--- config.mk ---
export PLATFORM = sky130hd
export DESIGN_NAME = instr_fetch
export DESIGN_NICKNAME = d
export VERILOG_FILES = /design/src/rtl/fetch_pkg.sv /design/src/rtl/fetch_timer.sv /design/src/rtl/instr_fetch.sv
export SDC_FILE = /design/constraint.sdc
export NUM_CORES = 1
export LEC_CHECK = 0
export CORE_MARGIN = 4
export CORE_UTILIZATION = 42
export CTS_CLUSTER_DIAMETER = 100
export CTS_CLUSTER_SIZE = 8
export DETAILED_ROUTE_END_ITERATION = 6
export PLACE_DENSITY = 0.81
export SYNTH_ARGS = -nofsm -noshare
export SYNTH_HDL_FRONTEND = slang
export SYNTH_SLANG_ARGS = --single-unit
--- constraint.sdc ---
create_clock -name CLK -period 2 [get_ports CLK]
set_input_delay 0.3 -clock CLK [delete_from_list [all_inputs] [get_ports CLK]]
set_output_delay 0.3 -clock CLK [all_outputs]
set_load 0.02 [all_outputs]
--- src/rtl/fetch_pkg.sv ---
// Shared types and constants for the instruction fetch stage.
package fetch_pkg;

    localparam int unsigned ADDR_W_DEF = 16;
    localparam int unsigned DATA_W_DEF = 16;

    // Addresses below the reset vector are reserved for indirect addressing.
    localparam logic [15:0] RESET_VEC = 16'h0010;
    localparam logic [15:0] NOP_INSTR = 16'h0000;

    typedef enum logic [1:0] {
        IDLE,
        REQ,
        DONE
    } fetch_state_e;

endpackage

--- src/rtl/fetch_timer.sv ---
// Clear/enable cycle counter; expired_o flags the LIMIT-th enabled cycle since clear.
module fetch_timer #(
    parameter int unsigned LIMIT = 8,
    parameter int unsigned W     = $clog2(LIMIT + 1)
) (
    input  logic clk_i,
    input  logic rst_i,
    input  logic clear_i,
    input  logic en_i,
    output logic expired_o
);

    logic [W-1:0] cnt_q, cnt_d;
    logic         at_limit;

    assign at_limit  = (cnt_q == W'(LIMIT - 1));
    assign expired_o = en_i && at_limit;

    always_comb begin
        cnt_d = cnt_q;
        if (clear_i) begin
            cnt_d = '0;
        end else if (en_i && !at_limit) begin
            cnt_d = cnt_q + 1'b1;
        end
    end

    always_ff @(posedge clk_i) begin
        if (rst_i) begin
            cnt_q <= '0;
        end else begin
            cnt_q <= cnt_d;
        end
    end

endmodule

--- src/rtl/instr_fetch.sv ---
// Fetch stage: reads one instruction per FETCH_START and returns PC+1 to the PC.
// Define FETCH_TIMEOUT_EN to abort a stalled read after TIMEOUT cycles with a NOP.
module instr_fetch
    import fetch_pkg::*;
#(
    parameter int unsigned          ADDR_W    = ADDR_W_DEF,
    parameter int unsigned          DATA_W    = DATA_W_DEF,
    parameter logic [ADDR_W-1:0]    RESET_VEC = fetch_pkg::RESET_VEC
`ifdef FETCH_TIMEOUT_EN
    ,
    parameter int unsigned          TIMEOUT   = 8
`endif
) (
    input  logic              CLK,
    input  logic              RST,
    input  logic              FETCH_START,
    input  logic              REDIRECT,
    input  logic [ADDR_W-1:0] REDIRECT_ADDR,
    input  logic [ADDR_W-1:0] PC_OUT,
    output logic              MEM_REQ,
    output logic [ADDR_W-1:0] MEM_ADDR,
    input  logic [DATA_W-1:0] MEM_RDATA,
    input  logic              MEM_RDY,
    output logic [DATA_W-1:0] IR_OUT,
    output logic              IR_VALID,
    output logic [ADDR_W-1:0] PC_IN,
    output logic              PC_en,
    output logic              BUSY,
    output logic              FETCH_ERR
);

    fetch_state_e      state_q, state_d;
    logic              mem_req_q, mem_req_d;
    logic [ADDR_W-1:0] mem_addr_q, mem_addr_d;
    logic [DATA_W-1:0] ir_q, ir_d;
    logic              ir_valid_q, ir_valid_d;
    logic [ADDR_W-1:0] pc_in_q, pc_in_d;
    logic              pc_en_q, pc_en_d;
    logic              busy_q, busy_d;
    logic              err_q, err_d;

`ifdef FETCH_TIMEOUT_EN
    logic timer_clr, timer_en, timer_expired;

    fetch_timer #(
        .LIMIT(TIMEOUT)
    ) u_timer (
        .clk_i    (CLK),
        .rst_i    (RST),
        .clear_i  (timer_clr),
        .en_i     (timer_en),
        .expired_o(timer_expired)
    );
`endif

    always_comb begin
        state_d    = state_q;
        mem_req_d  = mem_req_q;
        mem_addr_d = mem_addr_q;
        ir_d       = ir_q;
        ir_valid_d = 1'b0;
        pc_in_d    = pc_in_q;
        pc_en_d    = 1'b0;
        err_d      = 1'b0;
`ifdef FETCH_TIMEOUT_EN
        timer_clr  = 1'b0;
        timer_en   = 1'b0;
`endif
        unique case (state_q)
            IDLE: begin
                // A simultaneous fetch request is dropped in favour of the redirect.
                if (REDIRECT) begin
                    pc_in_d = REDIRECT_ADDR;
                    pc_en_d = 1'b1;
                end else if (FETCH_START) begin
                    mem_addr_d = PC_OUT;
                    mem_req_d  = 1'b1;
                    state_d    = REQ;
`ifdef FETCH_TIMEOUT_EN
                    timer_clr  = 1'b1;
`endif
                end
            end
            REQ: begin
`ifdef FETCH_TIMEOUT_EN
                timer_en = 1'b1;
`endif
                if (MEM_RDY) begin
                    mem_req_d  = 1'b0;
                    ir_d       = MEM_RDATA;
                    ir_valid_d = 1'b1;
                    pc_in_d    = mem_addr_q + 1'b1;
                    pc_en_d    = 1'b1;
                    state_d    = DONE;
                end
`ifdef FETCH_TIMEOUT_EN
                else if (timer_expired) begin
                    mem_req_d  = 1'b0;
                    ir_d       = DATA_W'(NOP_INSTR);
                    ir_valid_d = 1'b1;
                    err_d      = 1'b1;
                    state_d    = DONE;
                end
`endif
            end
            DONE: begin
                state_d = IDLE;
            end
            default: begin
                state_d = IDLE;
            end
        endcase
        busy_d = (state_d != IDLE);
    end

    always_ff @(posedge CLK) begin
        if (RST) begin
            state_q    <= IDLE;
            mem_req_q  <= 1'b0;
            mem_addr_q <= RESET_VEC;
            ir_q       <= '0;
            ir_valid_q <= 1'b0;
            pc_in_q    <= RESET_VEC;
            pc_en_q    <= 1'b0;
            busy_q     <= 1'b0;
            err_q      <= 1'b0;
        end else begin
            state_q    <= state_d;
            mem_req_q  <= mem_req_d;
            mem_addr_q <= mem_addr_d;
            ir_q       <= ir_d;
            ir_valid_q <= ir_valid_d;
            pc_in_q    <= pc_in_d;
            pc_en_q    <= pc_en_d;
            busy_q     <= busy_d;
            err_q      <= err_d;
        end
    end

    assign MEM_REQ   = mem_req_q;
    assign MEM_ADDR  = mem_addr_q;
    assign IR_OUT    = ir_q;
    assign IR_VALID  = ir_valid_q;
    assign PC_IN     = pc_in_q;
    assign PC_en     = pc_en_q;
    assign BUSY      = busy_q;
    assign FETCH_ERR = err_q;

endmodule

==> results.ini, run 1 <==
[setup_path]
r2r_end=PC_IN[10]$_SDFFE_PP0P_
critPathBufInv=1
crit_start=MEM_ADDR[7]$_SDFFE_PP0P_
crit_path_end_kind=output pin
rrSetupSlack_ns=0.30
worstSetupStartpointType=flip-flop
cp.required_ns=1.70
crit_type=flip-flop to output pin
crit_chain=clkdlybuf4s50_1
cp_max_fo=9
crit_arrival_ns=1.47
critPathMaxStageDelay_ns=0.68
r2r-start=MEM_ADDR[0]$_SDFFE_PP0P_
crit_family=buffers and inverters
slowest_stage=clkdlybuf4s50_1
reg2reg_depth=5

[route]
drt_wl_total_mm=6.83
firstDrtPassIters=4
drt_iter0_drc=119
drt-wirelength-per-cell_um=14.7
drtAntennaViolNets=0
via_per_inst=5.21
vias=2422
drc=0

[final_layout]
syn_to_final_growth_pct=48.9
fill_cells=506
final_cell_mix=clkdlybuf4s50_1 (103), nand2_1 (74), dfxtp_1 (54), a21oi_1 (41), nor2_1 (14)
layout_commonest_cell=clkdlybuf4s50_1
nNetsFinal=447
drive_gt1_frac=0.0636
num_antenna_cells=0

[synthesis]
synth_nets=346
synth_compound_area_frac=0.186
synth_ff_type=dfxtp_1
async_reset_ff_frac=0
yosys.area_share.simple=0.266
ys_types=51
synth_fa_ha_area_frac=0.00527
avgSynthCellArea_um2=8.12
ys_seq_area_frac=0.456
ys_seq_elements=54
synthCells=292
yosys_warnings=0
synth_edf_count=0
synth_mux_area_frac=0.00897
synth_top_family_by_area=simple AND/OR/NAND/NOR gates
syn_area_um2=2370
synth_xor_area_frac=0.0222

[timing]
period_share=0.886
hold_ws_ns=0.453
rsz0062_at_grt=false
setup_viol=0
max_freq_ghz=0.564
drv_slew=0
min_period_ns=1.77
fin_setup_tns_ns=0
skew_ns=0.00896
hold_viol_final=0

[hold_path]
hp-class=primary input to flip-flop
worstHoldStart=RST
min_to=PC_IN[2]$_SDFFE_PP0P_
whs_path_depth=2

[clock_network]
clkTransAtPathRegs_ns=0.10
cts-buffers-inserted=5
insertion_delay_ns=0.31
clk_path_buf_depth=2
cts_hold_buf=0
cts_tree=yes
htree_levels=2
cts_setup_buffers=0
clock-sinks=54
cts_root_buffer=clkbuf_8
postCtsResizedCells=0

[power_and_ir_drop]
power.total_uw=2220
leakagePower_uw=0.00125
vdd_drop_max_mv=0.338
p_per_area_nw_per_um2=630

[run]
drv_cap=0

[floorplan]
core_um2=5510
die_w_um=83.2
rows=27
ios=106
die_area_um2=6910
start_util=0.431
die_h_um=83.2

[global_route]
grt_max_degree=27
grt_pass1_vias=2371
grt_pass1_wl_mm=11.3
grt-ovfl-total=0
antenna_found_initial=0
track_usage=0.197

[placement]
portBuffers=104
dp_hpwl_mm=5.22
place_congestion=0.850

[outcome]
status=completed

## synthesized netlist by cell type, types with 2 or more instances
| master | instances | area, µm² |
|---|---|---|
| a211o_1 | 2 | 17.5 |
| a211oi_1 | 3 | 22.5 |
| a21oi_1 | 41 | 205 |
| a311oi_1 | 3 | 26.3 |
| a31o_1 | 2 | 17.5 |
| and3_1 | 3 | 18.8 |
| and4_1 | 6 | 52.6 |
| buf_2 | 6 | 30.0 |
| buf_6 | 2 | 22.5 |
| clkbuf_1 | 6 | 22.5 |
| dfxtp_1 | 54 | 1080 |
| inv_1 | 6 | 22.5 |
| nand2_1 | 74 | 278 |
| nand3_1 | 7 | 35.0 |
| nand3_2 | 3 | 30.0 |
| nand4_1 | 4 | 25.0 |
| nor2_1 | 14 | 52.6 |
| nor3_1 | 3 | 15.0 |
| nor4_1 | 4 | 25.0 |
| o211ai_1 | 3 | 22.5 |
| o21ai_0 | 7 | 35.0 |
| o22ai_1 | 3 | 18.8 |
| o41ai_1 | 2 | 17.5 |
| or3_1 | 3 | 18.8 |
| xnor2_1 | 5 | 43.8 |
## metrics by stage
step	cell area (µm²)	utilization	setup WS (ns)	std cells
floorplan	2370	-	0.335	292
global placement	3450	0.627	0.242	458
detailed placement	3450	0.627	0.143	458
CTS	3530	0.641	0.215	465
global route	3530	0.641	0.170	465
finish	3530	0.641	0.228	465
## sequential cells by signal, indices dropped and copies added (netlist names)
register / cells
BUSY: 1
IR_VALID: 1
PC_IN: 16
MEM_REQ: 1
IR_OUT: 16
PC_en: 1
MEM_ADDR: 16
state_q: 2
## worst max path at each step
stage	to	slack, ns	cells past startpoint
2_1_floorplan	PC_IN[6]$_SDFFE_PP0P_	0.33	5
3_3_place_gp	PC_IN[7]$_SDFFE_PP0P_	0.24	6
3_5_place_dp	PC_IN[10]$_SDFFE_PP0P_	0.14	5
4_1_cts	MEM_ADDR[7]	0.21	1
5_1_grt	MEM_ADDR[7]	0.17	1
6_report	MEM_ADDR[7]	0.23	1
## metal layers
metal / track usage / vias up / wire length (µm)
li1: - / 1224 / -
met1: 0.249 / 1098 / 3040
met2: 0.321 / 88 / 3210
met3: 0.0496 / 12 / 461
met4: 0.0743 / 0 / 125
met5: 0 / - / 0
## cell families (layout without fill, tap and decap cells)
logic type / Yosys count / count (layout)
AO/OA/AOI/OAI: 73 / 73
XOR/XNOR: 6 / 6
adder cells (fa/ha/maj): 1 / 1
buffers and inverters: 24 / 125
flip-flops: 54 / 54
multiplexers: 2 / 2
other: 1 / 1
AND/OR/NAND/NOR: 131 / 131
## cell type report
cell class	instances	area, µm²	share of cell area
repair buffers	112	1100	0.310
clock buffers	5	68.8	0.0195
clock inverters	2	10.0	0.00283
multi-input cells	214	1160	0.329
inverters	6	22.5	0.00638
well taps	72	90.1	0.0255
flip-flops and latches	54	1080	0.306
## report_power, final
| group | internal, µW | total, µW | switching [µW] | leakage, µW |
|---|---|---|---|---|
| Combinational | 248 | 470 | 222 | 0.000762 |
| Clock | 236 | 572 | 336 | 0.0000438 |
| Sequential | 1130 | 1180 | 51.4 | 0.000441 |
| Total | 1610 | 2220 | 610 | 0.00125 |
Note: power is estimated with default switching activity, not from simulation.
==> run 2, diff against run 1 <==
- CAP_MARGIN: default -> 10
- SETUP_SLACK_MARGIN: default -> 0.5
==> results.ini, run 2 (synthesized netlist as in run 1, its figures left out) <==
[outcome]
status=completed

[timing]
hold_viol_final=0  ; unchanged
max_freq_ghz=0.656  ; +16%
hold_ws_ns=0.362  ; -0.0904 ns
setup_viol=0  ; unchanged
rsz0062_at_grt=true
drv_slew=0  ; unchanged
period_share=0.762  ; -0.124
min_period_ns=1.52  ; -0.248 ns
skew_ns=0.00731  ; -0.00165 ns
fin_setup_tns_ns=0  ; unchanged

[final_layout]
num_antenna_cells=0  ; unchanged
sequential_cell_area_um2=1120  ; +3.2%
fill_cells=483  ; -4.5%
drive_gt1_frac=0.147  ; +0.0832
final_cell_mix=nand2_1 (73), dlygate4sd2_1 (52), clkdlybuf4s50_1 (51), a21oi_1 (41), dfxtp_1 (40)
layout_commonest_cell=nand2_1
nNetsFinal=455  ; +1.8%
multi_input_area_um2=1270  ; +9.1%
syn_to_final_growth_pct=56.1

[setup_path]
reg2reg_depth=5  ; unchanged
worstSetupStartpointType=flip-flop
rrSetupSlack_ns=0.48  ; +0.18 ns
cp_max_fo=6  ; -3
crit_type=flip-flop to flip-flop
cp.required_ns=2.26  ; +0.56 ns
crit_path_end_kind=flip-flop
crit_arrival_ns=1.78  ; +0.31 ns

[global_route]
grt_pass1_wl_mm=11.2  ; -0.61%
grt_use_met1=0.254  ; +0.00569
antenna_found_initial=0  ; unchanged
grt_max_degree=21  ; -22%
grt_use_met2=0.324  ; +0.00292
grt_pass1_vias=2338  ; -1.4%
grt-busiest-layer=met2
grt-ovfl-total=0  ; unchanged
track_usage=0.197  ; about the same
groute.layer.met3.usage=0.0367  ; -0.0129

[floorplan]
die_area_um2=6910  ; unchanged
die_h_um=83.2  ; unchanged
rows=27  ; unchanged
core_um2=5510  ; unchanged
start_util=0.431  ; unchanged
ios=106  ; unchanged
die_w_um=83.2  ; unchanged

[route]
drt_iter0_drc=104  ; -13%
firstDrtPassIters=5  ; +1
drc=0  ; unchanged
via_per_inst=5.15  ; -1.2%
drt_wl_total_mm=7.24  ; +5.9%
drtAntennaViolNets=0  ; unchanged
drt-wirelength-per-cell_um=15.3  ; +3.9%
vias=2440  ; +0.74%

[power_and_ir_drop]
power.total_uw=2340  ; +5.3%
p_per_area_nw_per_um2=633  ; +0.47%
vdd_drop_max_mv=0.364  ; +7.5%
leakagePower_uw=0.00155  ; +24%

[placement]
dp_hpwl_mm=5.21  ; -0.19%
portBuffers=104  ; unchanged
place_congestion=0.837  ; -1.4%

[clock_network]
htree_levels=2  ; unchanged
insertion_delay_ns=0.31  ; about the same
clk_path_buf_depth=2  ; unchanged
cts-buffers-inserted=5  ; unchanged
clkTransAtPathRegs_ns=0.10  ; about the same
cts_tree=yes
clock-sinks=54  ; unchanged
cts_root_buffer=clkbuf_8

[hold_path]
whs_path_depth=2  ; unchanged
hp-class=primary input to flip-flop

[run]
drv_cap=0  ; unchanged

[run 2: cell count changes in the layout (fill, tap and decap cells not counted), moves of 2 or more]
cell / delta
dfxtp_2: +7
dfxtp_1: -14
and3_4: +2
nor4_1: -2
dfxtp_4: +7
nand3_4: +2
dlygate4sd2_1: +52
clkbuf_8: +3
clkdlybuf4s50_1: -52
clkinv_2: -2
buf_4: +7
[run 2: cell type report]
cell class,instances,share of cell area
timing repair buffer,120,0.296
multi-input combinational,214,0.343
inverter,6,0.00608
tap,72,0.0243
sequential,54,0.301
clock buffer,8,0.0297
[run 2: power by group]
part | leakage [µW] | internal [µW] | total (µW) | switching [µW]
sequential | 0.000449 | 1130 | 1180 | 54.0
combinational | 0.00104 | 224 | 456 | 232
clock | 0.0000575 | 350 | 705 | 355
[run 2: final timing paths]
check	startpoint	endpoint
worst max register to register	MEM_ADDR[1]$_SDFFE_PP0P_	PC_IN[6]$_SDFFE_PP0P_
worst min register to register	IR_OUT[12]$_SDFFE_PP0P_	IR_OUT[12]$_SDFFE_PP0P_
worst max-delay path	MEM_ADDR[1]$_SDFFE_PP0P_	PC_IN[6]$_SDFFE_PP0P_
worst min-delay path	RST	IR_OUT[15]$_SDFFE_PP0P_
[run 2: timing repair]
action	CTS	global route
buffers inserted	3	2
gates resized for setup	58	30
hold buffers	0	0
setup endpoints to repair	66	30
cloned	0	1
[run 2: metrics by stage]
stage	util	instance area (µm²)	setup WS, ns	instances
after floorplan	-	2390	0.510	292
after global placement	0.632	3480	0.234	460
after detailed placement	0.632	3480	0.153	460
final	0.673	3700	0.476	474
after CTS	0.648	3570	0.459	471
after global routing	0.673	3700	0.415	474
[run 2: metal layers]
layer,vias to the layer above,wire [µm]
met5,-,0
met3,9,393
met2,80,3440
met4,0,114
met1,1105,3290
li1,1246,-
[run 2: critical path, cell delays in order, from the launching register on]
cell	delay [ns]
dfxtp_4	0.40
ha_4	0.16
nand3_4	0.12
or3_4	0.39
a311oi_2	0.28
a31o_1	0.13
